[config.mk]
export PLATFORM = sky130hd
export DESIGN_NAME = vote_tally_engine
export DESIGN_NICKNAME = d
export VERILOG_FILES = /design/src/rtl/vote_pkg.sv /design/src/rtl/vote_max_scan.sv /design/src/rtl/vote_tally_engine.sv
export SDC_FILE = /design/constraint.sdc
export NUM_CORES = 1
export LEC_CHECK = 0
export ABC_AREA = 1
export ABC_CLOCK_PERIOD_IN_PS = 6160
export BUFFER_PORTS_ARGS = -buffer_cell sky130_fd_sc_hd__buf_2
export CAP_MARGIN = 0
export CORE_AREA = 8 8 119 121
export DETAILED_ROUTE_END_ITERATION = 7
export DIE_AREA = 0 0 127 129
export GPL_TIMING_DRIVEN = 0
export PLACE_DENSITY = 0.75
export SYNTH_ARGS = -nofsm -noshare
export SYNTH_HDL_FRONTEND = slang
export SYNTH_SLANG_ARGS = --single-unit
[constraint.sdc]
create_clock -name clk -period 6.16 [get_ports clk]
set_clock_uncertainty 0.2 [all_clocks]
set_input_delay 1.232 -clock clk [delete_from_list [all_inputs] [get_ports clk]]
set_output_delay 1.232 -clock clk [all_outputs]
set_load 0.01 [all_outputs]
[src/rtl/vote_pkg.sv]
// rtl/vote_pkg.sv - shared state encoding for the vote tally engine
package vote_pkg;

  typedef enum logic [1:0] {
    ST_IDLE   = 2'd0,
    ST_OPEN   = 2'd1,
    ST_TALLY  = 2'd2,
    ST_RESULT = 2'd3
  } vote_state_t;

  localparam logic [1:0] STATE_IDLE   = 2'd0;
  localparam logic [1:0] STATE_OPEN   = 2'd1;
  localparam logic [1:0] STATE_TALLY  = 2'd2;
  localparam logic [1:0] STATE_RESULT = 2'd3;

endpackage

[src/rtl/vote_max_scan.sv]
// rtl/vote_max_scan.sv - sequential arg-max/tie scanner, one candidate per cycle
module vote_max_scan #(
  parameter int N_CAND = 4,
  parameter int CNT_W  = 12,
  localparam int IDX_W = $clog2(N_CAND)
) (
  input  logic             clk,
  input  logic             rst,
  input  logic             clear,
  input  logic             start,
  input  logic [CNT_W-1:0] cnt_in,
  output logic [IDX_W-1:0] idx,
  output logic             done,
  output logic [IDX_W-1:0] argmax,
  output logic [CNT_W-1:0] max_val,
  output logic             tie
);

  logic busy;

  assign done = busy && (idx == IDX_W'(N_CAND - 1));

  // Strict > keeps the lowest index; equality with a zero max is filtered by the consumer.
  always_ff @(posedge clk or posedge rst) begin
    if (rst) begin
      busy    <= 1'b0;
      idx     <= '0;
      argmax  <= '0;
      max_val <= '0;
      tie     <= 1'b0;
    end else if (clear || start) begin
      busy    <= start && !clear;
      idx     <= '0;
      argmax  <= '0;
      max_val <= '0;
      tie     <= 1'b0;
    end else if (busy) begin
      if (cnt_in > max_val) begin
        max_val <= cnt_in;
        argmax  <= idx;
        tie     <= 1'b0;
      end else if (cnt_in == max_val) begin
        tie <= 1'b1;
      end
      if (done) busy <= 1'b0;
      else      idx  <= idx + IDX_W'(1);
    end
  end

endmodule

[src/rtl/vote_tally_engine.sv]
// rtl/vote_tally_engine.sv - one-hot ballot counter with sequential winner scan
// Optional voter lockout bitmap enabled by defining VOTER_LOCKOUT_EN.
module vote_tally_engine #(
  parameter int N_CAND   = 4,
  parameter int CNT_W    = 12,
  parameter int N_VOTERS = 16,
  localparam int IDX_W   = $clog2(N_CAND),
  localparam int VID_W   = $clog2(N_VOTERS),
  localparam int TOT_W   = CNT_W + IDX_W
) (
  input  logic              clk,
  input  logic              rst,
  input  logic              cmd_open,
  input  logic              cmd_close,
  input  logic              cmd_clear,
  input  logic              vote_valid,
  input  logic [N_CAND-1:0] vote_sel,
  input  logic [VID_W-1:0]  voter_id,
  output logic              vote_ready,
  output logic              vote_ack,
  output logic              vote_nak,
  input  logic [IDX_W-1:0]  rd_idx,
  output logic [CNT_W-1:0]  rd_count,
  output logic [TOT_W-1:0]  total_votes,
  output logic [N_CAND-1:0] winner_onehot,
  output logic              tie,
  output logic              result_valid,
  output logic [1:0]        state
);
  import vote_pkg::*;

  vote_state_t state_q, state_n;
  logic [CNT_W-1:0] counts [N_CAND];
  logic [IDX_W-1:0] sel_idx, scan_idx, scan_argmax;
  logic [CNT_W-1:0] scan_cnt, scan_max, rd_mux;
  logic             xfer, accept, locked, scan_start, scan_done, scan_tie;

  assign state        = state_q;
  assign vote_ready   = (state_q == ST_OPEN) && !cmd_clear;
  assign xfer         = vote_valid && vote_ready;
  assign accept       = xfer && $onehot(vote_sel) && (counts[sel_idx] != '1) && !locked;
  assign scan_start   = (state_q == ST_OPEN) && cmd_close && !cmd_clear;
  assign result_valid = (state_q == ST_RESULT);

  always_comb begin
    sel_idx  = '0;
    scan_cnt = '0;
    rd_mux   = '0;
    for (int i = 0; i < N_CAND; i++) begin
      if (vote_sel[i])                 sel_idx  = IDX_W'(i);
      if (scan_idx == IDX_W'(i))       scan_cnt = counts[i];
      if (rd_idx == IDX_W'(i))         rd_mux   = counts[i];
    end
  end

`ifdef VOTER_LOCKOUT_EN
  logic [N_VOTERS-1:0] voted;
  assign locked = voted[voter_id];
  always_ff @(posedge clk or posedge rst) begin
    if (rst)            voted <= '0;
    else if (cmd_clear) voted <= '0;
    else if (accept)    voted[voter_id] <= 1'b1;
  end
`else
  logic unused_voter_id;
  assign locked          = 1'b0;
  assign unused_voter_id = ^voter_id;
`endif

  always_ff @(posedge clk or posedge rst) begin
    if (rst) begin
      for (int i = 0; i < N_CAND; i++) counts[i] <= '0;
      total_votes <= '0;
      vote_ack    <= 1'b0;
      vote_nak    <= 1'b0;
      rd_count    <= '0;
    end else begin
      vote_ack <= accept;
      vote_nak <= xfer && !accept;
      rd_count <= rd_mux;
      if (cmd_clear) begin
        for (int i = 0; i < N_CAND; i++) counts[i] <= '0;
        total_votes <= '0;
      end else if (accept) begin
        counts[sel_idx] <= counts[sel_idx] + CNT_W'(1);
        total_votes     <= total_votes + TOT_W'(1);
      end
    end
  end

  always_ff @(posedge clk or posedge rst) begin
    if (rst) state_q <= ST_IDLE;
    else     state_q <= state_n;
  end

  always_comb begin
    state_n = state_q;
    case (state_q)
      ST_IDLE:   if (cmd_open)  state_n = ST_OPEN;
      ST_OPEN:   if (cmd_close) state_n = ST_TALLY;
      ST_TALLY:  if (scan_done) state_n = ST_RESULT;
      ST_RESULT: if (cmd_open)  state_n = ST_OPEN;
      default:                  state_n = ST_IDLE;
    endcase
    if (cmd_clear) state_n = ST_IDLE;
  end

  vote_max_scan #(.N_CAND(N_CAND), .CNT_W(CNT_W)) u_scan (
    .clk     (clk),
    .rst     (rst),
    .clear   (cmd_clear),
    .start   (scan_start),
    .cnt_in  (scan_cnt),
    .idx     (scan_idx),
    .done    (scan_done),
    .argmax  (scan_argmax),
    .max_val (scan_max),
    .tie     (scan_tie)
  );

  // A zero maximum means no ballots: neither a winner nor a tie.
  always_comb begin
    winner_onehot = '0;
    tie           = result_valid && (scan_max != '0) && scan_tie;
    if (result_valid && (scan_max != '0) && !scan_tie) winner_onehot[scan_argmax] = 1'b1;
  end

endmodule
Word level (Yosys, flattened, before mapping)
Cells that the tools add are included.
W data, S select, Z words.
{"block": "classes", "shift": 0, "magnitude_cmp": 5, "n_eq_ne": 16, "n_reduce_logical": 31, "addsub": 6, "div_mod_pow": 0, "mux": 45, "multipliers": 0, "bitwise": 1}
{"op": "$mux W12", "n": 14}
{"op": "$mux W48", "n": 2}
{"op": "$bwmux W48", "n": 1}
{"op": "$mux W14", "n": 2}
{"op": "$bmux W12 S2", "n": 1}
{"op": "$demux W12 S2", "n": 1}
{"op": "$mux W2", "n": 12}
{"op": "$add A14 B1 Y14 const B", "n": 1}
{"op": "$logic_and A1 B1 Y1", "n": 14}
{"op": "$add A12 B1 Y12 const B", "n": 1}
{"op": "$eq A12 B12 Y1", "n": 1}
{"op": "$eq A2 B2 Y1 const B", "n": 6}
{"op": "$gt A12 B12 Y1", "n": 1}
{"op": "$ne A12 B12 Y1 const B", "n": 1}
{"op": "$reduce_bool A12 Y1", "n": 1}
{"op": "$mux W1", "n": 9}
{"op": "$eq A2 B1 Y1 const B", "n": 3}
{"op": "$logic_not A2 Y1", "n": 3}
{"op": "$ne A3 B3 Y1 const B", "n": 2}
{"op": "$pmux W2 S3", "n": 1}
{"op": "$reduce_and A2 Y1", "n": 3}
{"op": "$reduce_bool A2 Y1", "n": 3}
{"op": "$add A1 B1 Y2", "n": 2}
{"op": "$mux W4", "n": 1}
{"op": "other kinds (16)", "n": 18}
{"block": "word_totals", "output_inout_bits": 37, "wordCells": 118, "ff_bits": 96, "rom_bits": 0, "input_bits": 16, "memories": 0, "ramBits": 0, "latch_bits": 0}

Logic depth before layout (Yosys ltp)
{"block": "logic_depth", "ltp_word": 11, "depth_mapped": 20}

Hierarchy
From an unflattened synthesis, not the netlist that was laid out.
{"block": "unflattened", "hier_cells": 824, "area_unflattened_um2": 6058.3}
{"module": "vote_tally_engine", "area_per_inst_um2": 4809.6, "cells_each": 674, "n_inst": 1}
{"module": "vote_max_scan", "area_per_inst_um2": 1248.7, "cells_each": 150, "n_inst": 1}

Least setup slack after synthesis
OpenSTA, ideal clock, no wires.
{"block": "synth_path", "path_kind": "input-to-reg", "from": "in vote_sel[1]", "to": "reg counts[20] (netlist bit)", "path_slack_ns": 2.339, "t_required_ns": 5.895, "arrival_ns": 3.556, "path_buffers": 3, "cell_stages": 13, "path_cell_list": "inv_1 buf_2 fa_1 inv_1 ha_1 ha_1 nor4b_2 nand2_2 buf_6 nor2_2 buf_6 nand2_1 nand2_1"}
{"block": "synth_via", "elab_chain_len": 11, "elab_cells_between_ends": 23, "cone_classes": "3 x add/sub; 2 x order compare; 2 x eq/ne; 11 x mux; 1 x bitwise; 4 x reduce/logical"}
{"item": "start, declared", "line_no": "vote_tally_engine.sv:17", "text": "input logic [N_CAND-1:0] vote_sel,"}
{"item": "$mux W1", "line_no": "vote_tally_engine.sv:50", "text": "if (vote_sel[i]) sel_idx = IDX_W'(i);"}
{"item": "$mux W2 (2 in a row)", "line_no": "vote_tally_engine.sv:50"}
{"item": "$not A2 Y3 (not written as such)", "line_no": "vote_tally_engine.sv:41, vote_tally_engine.sv:85"}
{"item": "$bmux W12 S2, or another cell as far along", "line_no": "vote_tally_engine.sv:41, vote_tally_engine.sv:85"}
{"item": "$mux W12 (not written as such) / $logic_and A1 B1 Y1 (equally long branches)", "line_no": "vote_tally_engine.sv:41, vote_tally_engine.sv:85"}
{"item": "$mux W12 (on tied branches)", "line_no": "vote_tally_engine.sv:41, vote_tally_engine.sv:85"}
{"item": "$add A12 B1 Y12 / $demux W12 S2 (equally long branches)", "line_no": "vote_tally_engine.sv:85", "text": "counts[sel_idx] <= counts[sel_idx] + CNT_W'(1);"}
{"item": "$bwmux W48", "line_no": "vote_tally_engine.sv:85"}
{"item": "$mux W48", "line_no": "vote_tally_engine.sv:84", "text": "end else if (accept) begin"}
{"item": "$mux W48", "line_no": "vote_tally_engine.sv:81", "text": "if (cmd_clear) begin"}
{"item": "end signal, assigned by index", "line_no": "vote_tally_engine.sv:85"}
{"item": "end, declared", "line_no": "vote_tally_engine.sv:33", "text": "logic [CNT_W-1:0] counts [N_CAND];"}
Several ways; a longest one is shown, not always the timed one. The select of a mux whose other input is x is not followed.
A chain may end at the register's enable or synchronous reset.

Worst setup path after layout
{"block": "layout_path", "from": "in vote_sel[1]", "to": "reg counts[2] (netlist bit)"}
The elaborated chain is that of the path after synthesis.

==> impl_metrics.env <==
export IMPL_outcome="finished clean"
export IMPL_reg2reg_slack_ns=1.89
export IMPL_clock_tree_htree_level_count=3
export IMPL_critical_path_startpoint_type="input port"
export IMPL_drc=0
export IMPL_edff_count_synth=0
export IMPL_drt_pre_antenna_iters=5
export IMPL_syn_cell_area_sq_mm=0.00600
export IMPL_clk_latency_ns=0.35
export IMPL_ys_ff_latch=96
export IMPL_cap_viol_max_count=0
export IMPL_regToRegEndpoint="u_scan.max_val[1]"
export IMPL_synth_sequential_area_ratio_pct=40.0
export IMPL_yosys_top_cells_area="sky130_fd_sc_hd__dfrtp_1 (40%), sky130_fd_sc_hd__nand2_1 (13%), sky130_fd_sc_hd__nand3_1 (11%)"
export IMPL_drt_antenna_violating_nets=0
export IMPL_post_route_min_period_ns=4.30
export IMPL_clkSinkCount=96
export IMPL_layout_drive_gt1_share_pct=11.7
export IMPL_place_gp_congestion=0.918
export IMPL_dp_hpwl_mm=12.6
export IMPL_cts_root_to_sink_buffers=2
export IMPL_worstSetupPathType="input port to register"
export IMPL_grt_overflow_total=0
export IMPL_critical_path_n_buffers_inverters=5
export IMPL_via_count=5706
export IMPL_fin_tns_setup_ns=0
export IMPL_synthDistinctLibCells=38
export IMPL_ir_drop_uv=91.7
export IMPL_cp_cell_sequence="buf_2 > inv_1 > buf_2 > fa_1 > inv_1 > ha_1 > ha_1 > nor4b_2 > nand2_2 > buf_6 > nor2_1 > nand2_1 > nand2_1"
export IMPL_worst_hold_path_endpoint="counts[3]"
export IMPL_grt_first_pass_wirelength_mm=27.7
export IMPL_ctsRootBufferMaster="sky130_fd_sc_hd__clkbuf_16"
export IMPL_antenna_diode_count=0
export IMPL_post_synth_top_area_fraction_pct=40.0
export IMPL_clkTransAtPathRegs_ns=0.06
export IMPL_setup_worst_path_end_class="register"
export IMPL_num_nets_final=915
export IMPL_area_growth_synth_to_finish_pct=12.2
export IMPL_tritoncts="done"
export IMPL_detail_route_vias_per_cell=5.55
export IMPL_setup_viol_count_final=0
export IMPL_first_iter_violations=524
export IMPL_yosysMostFrequentCell="sky130_fd_sc_hd__nand2_1"
export IMPL_hp_start="counts[3]"
export IMPL_mappedNetlistNets=856
export IMPL_synthArstFlopShare_pct=100
export IMPL_io_pins=53
export IMPL_ys_top_cells_by_count="sky130_fd_sc_hd__nand2_1 (211), sky130_fd_sc_hd__nand3_1 (133), sky130_fd_sc_hd__dfrtp_1 (96)"
export IMPL_p_leak_nw=3.43
export IMPL_die_height_microns=129
export IMPL_hold_path_class="register to register"
export IMPL_io_buffer_count=47
export IMPL_final_max_slew_violation_count=0
export IMPL_timing_hold_worst_path_depth=2
export IMPL_cts_setup_buffers=0
export IMPL_fp_coreArea_sq_mm=0.0123
export IMPL_hold_slack_ns=0.299
export IMPL_ys_warnings_count=0
export IMPL_grt_pass1_vias=5468
export IMPL_largest_stage_delay_worst_path_ns=0.80
export IMPL_post_synth_inst_count=815
export IMPL_relSlewSlack_pct=40.4
export IMPL_top_delay_family_on_crit_path="simple AND/OR/NAND/NOR gates"
export IMPL_fmaxAchievable_mhz=233
export IMPL_cts_resized=0
export IMPL_power_per_cell_area_mw_per_mm2=219
export IMPL_timing_rr_start="u_scan.idx[0]"
export IMPL_die_width_microns=127
export IMPL_routed_wl_mm=16.5
export IMPL_floorplan_row_count=41
export IMPL_grt_setup_unrepaired="no"
export IMPL_routed_wire_length_per_instance_microns=16.0
export IMPL_grt_start_max_net_pins=69
export IMPL_synthFlopType="sky130_fd_sc_hd__dfrtp_1"
export IMPL_final_hold_viol_count=0
export IMPL_worstPathMaxFanout=10
export IMPL_initial_utilization_pct=48.7
export IMPL_postCtsHoldBufs=0
export IMPL_synth_top_cell_by_area="sky130_fd_sc_hd__dfrtp_1"
export IMPL_die_outline_area_sq_mm=0.0164
export IMPL_postSynthAreaPerCell_sq_um=7.36
export IMPL_layout_worst_path_cycle_share_pct=69.8
export IMPL_number_of_antenna_violations_at_the_first_check_in_global_routing=0
export IMPL_tritoncts_num_buffers=9
export IMPL_max_slew_worst_pin_slew_ns=0.891
export IMPL_critPathRequiredTime_ns=6.25
export IMPL_slowest_stage="sky130_fd_sc_hd__nor4b_2"
export IMPL_grt_util_all_layers_pct=21.1
export IMPL_reg2regPathDepth=17
export IMPL_critical_path_data_arrival_time_ns=4.39
## metal layers
layer  wire, microns  share of wire (%)  GRT usage [%]  vias up
met4             361                2.2           9.24        0
met1            7310                 44           27.1     2674
met5               0                  0              0        -
met3             939                5.7           3.27       26
li1                -                  -              -     2804
met2            7860                 48           34.5      202
## worst min-delay path, stage by stage, from the launching register on
cell and delay (ns):
sky130_fd_sc_hd__dfrtp_1 0.34, sky130_fd_sc_hd__nand3_1 0.07, sky130_fd_sc_hd__nand2_1 0.05
## state kept, by name, indices dropped and copies added (netlist names)
signal          flops
counts             48
rd_count           12
state               2
total_votes        14
u_scan.argmax       2
u_scan.busy         1
u_scan.idx          2
u_scan.max_val     12
u_scan.tie          1
vote_ack            1
vote_nak            1
## cells by family after synthesis
| group | after synthesis | share of synthesized area, % |
|---|---|---|
| flops | 96 | 40.0 |
| buf+inv | 127 | 8.86 |
| compound gates | 97 | 9.32 |
| simple gates | 454 | 33.8 |
| fa+ha+maj | 25 | 5.34 |
| xor+xnor | 16 | 2.59 |
## placed cells by master (no fill, tap or decap), drive strengths merged, types with 12 or more instances in the layout
master and n:
o21ai 41, dfrtp 96, inv 87, nor2 70
a21oi 25, o211ai 12, ha 24, clkbuf 35
nand2 215, o22ai 12, nand4 15, buf 65
nand3 135
## final cells by class
class                      instances  area [sq um]
buffer                            38           198
clock inverter                     2          13.8
inverter                          89           337
clock buffer                      14           264
fill                            1206          5580
multi-input combinational        592          3070
timing repair buffer              48           263
tap                              150           188
sequential                        96          2400
## how the worst max path moves through the flow
stage	startpoint	endpoint	slack, ns	depth (start not counted)
after CTS	vote_sel[1]	counts[2]	1.89	13
after global routing	u_scan.idx[0]	u_scan.max_val[1]	1.48	17
final	vote_sel[1]	counts[2]	1.86	13
after detailed placement	vote_sel[1]	counts[2]	1.57	13
after floorplan	rst	counts[0]	2.22	1
after global placement	rst	counts[31]	1.05	2
## metrics by stage
| step | instance area (sq um) | worst slack [ns] | utilization [%] | std cells | power, W |
|---|---|---|---|---|---|
| after floorplan | 6000 | 2.22 | - | 815 | 0.000870 |
| after global placement | 6420 | 1.05 | 52.2 | 1012 | 0.000947 |
| after detailed placement | 6450 | 1.57 | 52.4 | 1013 | 0.000955 |
| after CTS | 6730 | 1.89 | 54.7 | 1029 | 0.00149 |
| after global routing | 6730 | 1.48 | 54.7 | 1029 | 0.00155 |
| final | 6730 | 1.86 | 54.7 | 1029 | 0.00147 |
## where the power goes
group / internal, W / total, W / switching (W)
registers: 0.000647 / 0.000667 / 0.0000193
clock network: 0.000296 / 0.000529 / 0.000233
logic: 0.0000831 / 0.000278 / 0.000195
total: 0.00103 / 0.00147 / 0.000448
Note: power is estimated with default switching activity, not from simulation.
